$ cat src/rtl/mac_sdram_ctrl.sv
// SDRAM controller for the Mac core memory bus: one read/write/refresh slot per
// 8-phase bus cycle, plus power-up initialisation of a 16-bit SDR SDRAM.
`timescale 1ns/1ps
module mac_sdram_ctrl #(
  parameter logic [15:0] INIT_WAIT      = 16'd10000,
  parameter int unsigned RASCAS_DELAY   = 2,
  parameter int unsigned CAS_LATENCY    = 2,
  parameter logic [7:0]  REFRESH_CYCLES = 8'd48
) (
  input  logic        clk,
  input  logic        reset,
  input  logic [2:0]  busPhase,
  input  logic [20:0] addr,
  input  logic [15:0] din,
  input  logic [1:0]  ds,
  input  logic        we,
  input  logic        oe,
  output logic [15:0] dout,
  output logic        init_done,
  output logic        sd_cke,
  output logic        sd_cs_n,
  output logic        sd_ras_n,
  output logic        sd_cas_n,
  output logic        sd_we_n,
  output logic [1:0]  sd_ba,
  output logic [12:0] sd_a,
  output logic [1:0]  sd_dqm,
  output logic [15:0] sd_dq_out,
  output logic        sd_dq_oe,
  input  logic [15:0] sd_dq_in
);

  localparam logic [3:0] CMD_NOP       = 4'b0111;
  localparam logic [3:0] CMD_ACTIVE    = 4'b0011;
  localparam logic [3:0] CMD_READ      = 4'b0101;
  localparam logic [3:0] CMD_WRITE     = 4'b0100;
  localparam logic [3:0] CMD_PRECHARGE = 4'b0010;
  localparam logic [3:0] CMD_REFRESH   = 4'b0001;
  localparam logic [3:0] CMD_LOAD_MODE = 4'b0000;

  localparam logic [2:0]  PH_CMD    = 3'(RASCAS_DELAY);
  localparam logic [2:0]  PH_CAP    = 3'(RASCAS_DELAY + CAS_LATENCY + 1);
  // Single-location writes, sequential, burst length 1
  localparam logic [12:0] MODE_WORD = {3'b000, 1'b1, 2'b00, 3'(CAS_LATENCY), 1'b0, 3'b000};

  typedef enum logic [2:0] {
    S_INIT_WAIT, S_INIT_PRE, S_INIT_REF1, S_INIT_REF2, S_INIT_MODE, S_RUN
  } state_t;

  state_t      state_q, state_d;
  logic [3:0]  cmd_q, cmd_d;
  logic [1:0]  ba_q, ba_d;
  logic [12:0] a_q, a_d;
  logic [1:0]  dqm_q, dqm_d;
  logic [15:0] dq_out_q, dq_out_d;
  logic        dq_oe_q, dq_oe_d;
  logic [15:0] dout_q, dout_d;
  logic        init_done_q, init_done_d;
  logic [15:0] icnt_q, icnt_d;
  logic [7:0]  rcnt_q, rcnt_d;
  logic        rd_q, rd_d;
  logic        wr_q, wr_d;
  logic [8:0]  col_q, col_d;

  logic phase0_c;
  logic req_c;

  assign phase0_c = (busPhase == 3'd0);
  assign req_c    = init_done_q && (oe || we);

  // Next-state and command generation
  always_comb begin
    state_d     = state_q;
    cmd_d       = CMD_NOP;
    ba_d        = ba_q;
    a_d         = a_q;
    dqm_d       = 2'b11;
    dq_out_d    = dq_out_q;
    dq_oe_d     = 1'b0;
    dout_d      = dout_q;
    init_done_d = init_done_q;
    icnt_d      = icnt_q;
    rcnt_d      = rcnt_q;
    rd_d        = rd_q;
    wr_d        = wr_q;
    col_d       = col_q;

    unique case (state_q)
      S_INIT_WAIT: begin
        if (icnt_q != 16'd0) begin
          icnt_d = icnt_q - 16'd1;
        end else if (phase0_c) begin
          cmd_d   = CMD_PRECHARGE;
          a_d     = 13'h0400;
          state_d = S_INIT_PRE;
        end
      end
      S_INIT_PRE: begin
        if (phase0_c) begin
          cmd_d   = CMD_REFRESH;
          state_d = S_INIT_REF1;
        end
      end
      S_INIT_REF1: begin
        if (phase0_c) begin
          cmd_d   = CMD_REFRESH;
          state_d = S_INIT_REF2;
        end
      end
      S_INIT_REF2: begin
        if (phase0_c) begin
          cmd_d   = CMD_LOAD_MODE;
          ba_d    = 2'b00;
          a_d     = MODE_WORD;
          state_d = S_INIT_MODE;
        end
      end
      S_INIT_MODE: begin
        if (phase0_c) begin
          init_done_d = 1'b1;
          state_d     = S_RUN;
        end
      end
      S_RUN: begin
        // Slot start: open the row, or refresh when the slot is idle and due
        if (phase0_c) begin
          rd_d = 1'b0;
          wr_d = 1'b0;
          if (req_c) begin
            cmd_d = CMD_ACTIVE;
            ba_d  = {1'b0, addr[20]};
            a_d   = {2'b00, addr[19:9]};
            col_d = addr[8:0];
            wr_d  = we;
            rd_d  = ~we;
          end else if (rcnt_q == 8'd0) begin
            cmd_d = CMD_REFRESH;
          end
          if (!req_c && rcnt_q == 8'd0) begin
            rcnt_d = REFRESH_CYCLES;
          end else if (rcnt_q != 8'd0) begin
            rcnt_d = rcnt_q - 8'd1;
          end
        end
        // Column access with auto-precharge closes the row within the slot
        if (busPhase == PH_CMD && (rd_q || wr_q)) begin
          a_d = {2'b00, 1'b1, 1'b0, col_q};
          if (wr_q) begin
            cmd_d    = CMD_WRITE;
            dq_out_d = din;
            dq_oe_d  = 1'b1;
            dqm_d    = ~ds;
          end else begin
            cmd_d = CMD_READ;
            dqm_d = 2'b00;
          end
        end
        if (busPhase == PH_CAP && rd_q) begin
          dout_d = sd_dq_in;
        end
      end
      default: state_d = S_INIT_WAIT;
    endcase
  end

  always_ff @(posedge clk) begin
    if (reset) begin
      state_q     <= S_INIT_WAIT;
      cmd_q       <= CMD_NOP;
      ba_q        <= 2'b00;
      a_q         <= 13'h0000;
      dqm_q       <= 2'b11;
      dq_out_q    <= 16'h0000;
      dq_oe_q     <= 1'b0;
      dout_q      <= 16'h0000;
      init_done_q <= 1'b0;
      icnt_q      <= INIT_WAIT;
      rcnt_q      <= REFRESH_CYCLES;
      rd_q        <= 1'b0;
      wr_q        <= 1'b0;
      col_q       <= 9'h000;
    end else begin
      state_q     <= state_d;
      cmd_q       <= cmd_d;
      ba_q        <= ba_d;
      a_q         <= a_d;
      dqm_q       <= dqm_d;
      dq_out_q    <= dq_out_d;
      dq_oe_q     <= dq_oe_d;
      dout_q      <= dout_d;
      init_done_q <= init_done_d;
      icnt_q      <= icnt_d;
      rcnt_q      <= rcnt_d;
      rd_q        <= rd_d;
      wr_q        <= wr_d;
      col_q       <= col_d;
    end
  end

  assign {sd_cs_n, sd_ras_n, sd_cas_n, sd_we_n} = cmd_q;
  assign sd_cke    = 1'b1;
  assign sd_ba     = ba_q;
  assign sd_a      = a_q;
  assign sd_dqm    = dqm_q;
  assign sd_dq_out = dq_out_q;
  assign sd_dq_oe  = dq_oe_q;
  assign dout      = dout_q;
  assign init_done = init_done_q;

endmodule
$ cat config.mk
export PLATFORM = sky130hd
export DESIGN_NAME = mac_sdram_ctrl
export DESIGN_NICKNAME = d
export VERILOG_FILES = /design/src/rtl/mac_sdram_ctrl.sv
export SDC_FILE = /design/constraint.sdc
export NUM_CORES = 1
export LEC_CHECK = 0
export ABC_AREA = 1
export CORE_ASPECT_RATIO = 0.9
export CORE_MARGIN = 2
export CORE_UTILIZATION = 32
export DETAILED_ROUTE_END_ITERATION = 8
export GPL_TIMING_DRIVEN = 0
export SKIP_CTS_REPAIR_TIMING = 1
export SLEW_MARGIN = 20
export SYNTH_ARGS = -nofsm -noshare
export SYNTH_HDL_FRONTEND = slang
export SYNTH_SLANG_ARGS = --single-unit
export TNS_END_PERCENT = 30
$ cat constraint.sdc
create_clock -name clk -period 1.7 [get_ports clk]
set_clock_uncertainty 0.1 [all_clocks]
set_input_delay 0.17 -clock clk [delete_from_list [all_inputs] [get_ports clk]]
set_output_delay 0.17 -clock clk [all_outputs]
set_load 0.01 [all_outputs]
Word level (Yosys, flattened, before mapping):

Cells that the tools add are included.

* logic and storage cells: 98
* input port bits: 62
* register bits after elaboration: 93
* output and inout port bits: 56

* bitwise operators: 4
* equal/unequal tests: 17
* $add $sub $neg: 2
* reductions and logical operators: 27
* mux-type cells: 34

Operators with widths (number)
* $mux W13: 6
* $mux W3: 13
* $pmux W13 S3: 1
* $pmux W3 S6: 1
* $mux W8: 2
* $ne A2 B2 Y1 const B: 8
* $pmux W4 S4: 1
* $reduce_bool A16 Y1: 1
* $sub A16 B1 Y16 const B: 1
* $eq A3 B2 Y1 const B: 3
* $eq A3 B3 Y1 const B: 3
* $reduce_and A3 Y1: 3
* $logic_not A8 Y1: 1
* $mux W2: 4
* $reduce_and A2 Y1: 4
* $reduce_bool A8 Y1: 1
* $sub A8 B1 Y8 const B: 1
* $reduce_and A7 Y1: 1
* $logic_not A3 Y1: 2
* $ne A3 B3 Y1 const B: 2
* $reduce_and A6 Y1: 1
* $logic_and A1 B1 Y1: 4
* $mux W1: 4
* $mux W4: 1
* 11 further kinds: 15

Logic depth before layout (Yosys ltp):

* depth in word-level cells: 6
* mapped depth: 11
* depth with buffers taken out: 10

Least setup slack after synthesis:

OpenSTA, ideal clock, no wires.

* path type: reg-to-reg
* start: register icnt_q[0]
* end: register cmd_q[2]
* setup time: 126 ps
* data required time: 1474 ps
* arrival time: 1427 ps
* clock period less this slack: 1653 ps
* path slack: 47 ps
* stages on the path, launching flop included: 11
* path buffers: 1
* cells stage by stage: dfxtp_1 > inv_1 > ha_1 > nand2_1 > nor2_1 > nand2_1 > nand2_1 > buf_2 > nand2_1 > nor2_1 > nand3_1

* cells in the longest elaborated chain, start to end: 3

Ends and longest elaborated chain
* start: declaration: line 59 `logic [15:0] icnt_q, icnt_d;`
* start signal: assignment: line 192 `icnt_q <= icnt_d;`
* $reduce_bool A16 Y1: line 90 `if (icnt_q != 16'd0) begin`
* $mux W3: line 90
* $pmux W4 S4: line 88 `unique case (state_q)`
* end signal: assignment: line 184 `cmd_q <= cmd_d;`
* end: declaration: line 51 `logic [3:0] cmd_q, cmd_d;`

No other way between the ends.
A chain may end at the register's enable or synchronous reset.

Final worst setup path:

* start: register state_q[1]
* end: register dq_out_q[14] (netlist: sd_dq_out[14])

* cells in the longest elaborated chain, start to end: 2

Ends and longest elaborated chain
* start: declaration: line 50 `state_t state_q, state_d;`
* start signal: assignment: line 183 `state_q <= state_d;`
* $eq A3 B3 Y1: line 88
* $reduce_and A3 Y1 (no source line)
* end signal: assignment: line 188 `dq_out_q <= dq_out_d;`
* end: declaration: line 55 `logic [15:0] dq_out_q, dq_out_d;`

No other way between the ends.

==> qor.txt <==
status -> finished clean
I/O Pins -> 118
Die ar. -> 13400 um^2
Area Growth Syn to Fin -> 48.3%
Synthesis Warnings -> 0
Yosys cell types -> 34
Power Dens Cells -> 788 nW/um^2
Max FO, Critical Path -> 10
worst-path cell chain -> inv_4, nand2_4, nor2_4, buf_8, inv_6, nor3_4, buf_6, inv_6, buf_12, nor2_2, nor2_1
row cnt -> 38
crit-path most repeated cell -> inv_6
Slew Viols, Final -> 0
number of global-route vias before repair -> 3806
final WL -> 11400 um
initial antenna violation count -> 0
Core Area -> 12100 um^2
vias post-DR -> 3940
Final setup viols -> 0
post-route cell area -> 5930 um^2
post-route insts no fill -> 856
fraction of final layout cells sized beyond drive strength 1 -> 0.138
Post-route DRC -> 0
HPWL after DPL -> 8490 um
Max Root-Sink Buffers -> 2
largest net degree at the start of global routing -> 15
Cells after DPL -> 830
worst skew pair latency -> 0.34 ns
DR iter-0 viols -> 136
register area share after synthesis -> 0.446
total iterations of the first detailed-routing run -> 4
Post-DP Area -> 5330 um^2
Die Ht -> 110 um
CP delay by family, top -> buffers and inverters
Seq cells post-synth -> 89
post-detailed-route count of antenna-violating nets -> 0
Fill cells -> 1214
RSZ-0062 raised after global routing -> yes
Final Cycle Share -> 0.968
mapped cell area -> 4000 um^2
Initial Utilization -> 0.330
Final GP Congestion -> 0.864
total CTS buffers -> 9
number of H-tree levels -> 3
achievable frequency -> 0.608 GHz
Total GRT Usage -> 0.172
Post-Syn Instances -> 555
Leak Pwr -> 2.38 nW
Final TNS setup -> 0 ns
CTS tree -> yes
PortBufs -> 112
Final #Nets -> 755
final hold vios -> 0
Reg area -> 1790 um^2
CP max stage cell -> dfxtp_4
CP arrival -> 1.78 ns
Critical Path Sink Type -> flop
ANT cells -> 0
clock transition at the registers of the reported paths -> 0.06 ns
max incr delay on CP -> 0.36 ns
synthesized area per cell -> 7.20 um^2
global-route wire length before repair -> 18100 um
die width -> 122 um
CTS Sinks -> 89
critical setup path kind -> reg2reg
CP Launch Type -> flop
Max rail drop VDD -> 475 uV
hold crit path type -> in2reg
Min Clock Period, post-route -> 1.65 ns
Multi-input gate area -> 2030 um^2
grt ovf -> 0
actual slew at the worst max-slew pin -> 0.601 ns
Vias/cell -> 4.60
Critical path buffers and inverters -> 6
clock root buffer -> clkbuf_16
slew margin rel. -> 0.599
CP Data Required Time -> 1.83 ns
WL/cell -> 13.4 um
Max Cap Viol -> 0
report_power, final:
part | total, mW | switching [mW] | internal (mW)
sequential | 2.15 | 0.0372 | 2.11
clock | 2.11 | 0.810 | 1.30
combinational | 0.410 | 0.189 | 0.221
total | 4.67 | 1.04 | 3.64
final cells by class:
cell class,count,share of cell area
Timing Repair Buffer,122,0.206
Tap cell,160,0.0338
Buffer,24,0.0312
Sequential cell,89,0.302
Inverter,41,0.0289
Clock inverter,3,0.00781
Clock buffer,13,0.0473
Multi-Input combinational cell,404,0.343
per-layer routing:
layer | global-route usage | vias to the layer above | share of wire
met1 | 0.195 | 1771 | 0.42
met3 | 0.0936 | 5 | 0.098
li1 | - | 2060 | -
met5 | 0 | - | 0
met4 | 0.0394 | 0 | 0.0069
met2 | 0.287 | 104 | 0.47
worst register-to-register path, cell delays in order, from the launching register on:
cell     delay (ns)
dfxtp_4        0.36
inv_4          0.06
nand2_4        0.05
nor2_4         0.13
buf_8          0.14
inv_6          0.06
nor3_4         0.16
buf_6          0.16
inv_6          0.05
buf_12         0.14
nor2_2         0.07
nor2_1         0.05
logic make-up after synthesis:
family / count (synthesis) / share of synthesized area
buffers and inverters: 65 / 0.0764
other: 2 / 0.00188
XOR/XNOR: 10 / 0.0219
adder cells (fa/ha/maj): 2 / 0.00626
AO/OA/AOI/OAI: 92 / 0.119
flip-flops: 89 / 0.446
multiplexers: 8 / 0.0200
AND/OR/NAND/NOR: 287 / 0.309
cell usage after synthesis (all sizes together):
cell type,count,share of area
xor2,7,0.015
a2bb2oi,1,0.0022
nand3,41,0.055
xnor2,3,0.0066
and3,1,0.0016
o21bai,1,0.0019
inv,39,0.038
clkinv,2,0.0019
clkbuf,10,0.0094
o211ai,3,0.0056
nand2,98,0.093
and2,2,0.0031
conb,2,0.0019
buf,14,0.027
a21oi,24,0.030
dfxtp,89,0.45
o21a,1,0.0019
o21ai,62,0.078
nand3b,3,0.0056
nor3,4,0.0078
nor2,131,0.13
mux2i,8,0.020
ha,2,0.0063
nand4,7,0.011
sequential cells by signal, summed over array words and instances (netlist names):
register,count
sd_ba,1
rd_q,1
col_q,9
sd_dq_oe,1
cmd_q,3
sd_dq_out,16
rcnt_q,8
icnt_q,16
dout,16
sd_a,11
state_q,3
init_done,1
sd_dqm,2
wr_q,1
worst paths after layout:
check / from / end / slack (ns) / cells past startpoint
setup reg to reg: state_q[1] / sd_dq_out[14] / 0.05 / 11
hold reg to reg: rcnt_q[6] / rcnt_q[6] / 0.36 / 2
hold / removal: ds[0] / sd_dqm[0] / 0.27 / 2
setup / recovery: state_q[1] / sd_dq_out[14] / 0.05 / 11
placed cells by master, fill, tap and decap left out, types with 2 or more instances in the layout:
cell / n
clkinv_1: 2
buf_4: 15
clkbuf_2: 3
buf_6: 5
inv_4: 3
buf_8: 2
xor2_1: 7
nand2_2: 4
nand3b_1: 3
a21oi_1: 24
nand3_1: 36
conb_1: 5
o211ai_1: 3
dfxtp_1: 85
and2_1: 2
clkbuf_16: 10
dfxtp_2: 3
xnor2_1: 3
nor2_4: 5
mux2i_1: 8
o21ai_1: 6
inv_6: 2
inv_2: 9
o21ai_0: 55
clkdlybuf4s50_1: 112
nand3_2: 3
nand3_4: 2
nand2_4: 3
clkbuf_1: 7
nor2_1: 112
inv_1: 25
clkbuf_8: 4
nor2_2: 14
nor3_1: 3
nand4_1: 7
nand2_1: 91
stage by stage:
stage	power (mW)	util	worst slack [ns]	hold WS, ns
after detailed placement	2.57	0.440	-0.446	0.357
after floorplan	2.37	-	0.0467	0.170
after CTS	4.71	0.467	-0.328	0.260
after global placement	2.57	0.440	-0.415	0.355
after global routing	4.87	0.489	-0.0568	0.271
final	4.67	0.489	0.0543	0.274
(Power assumes the default switching activity.)
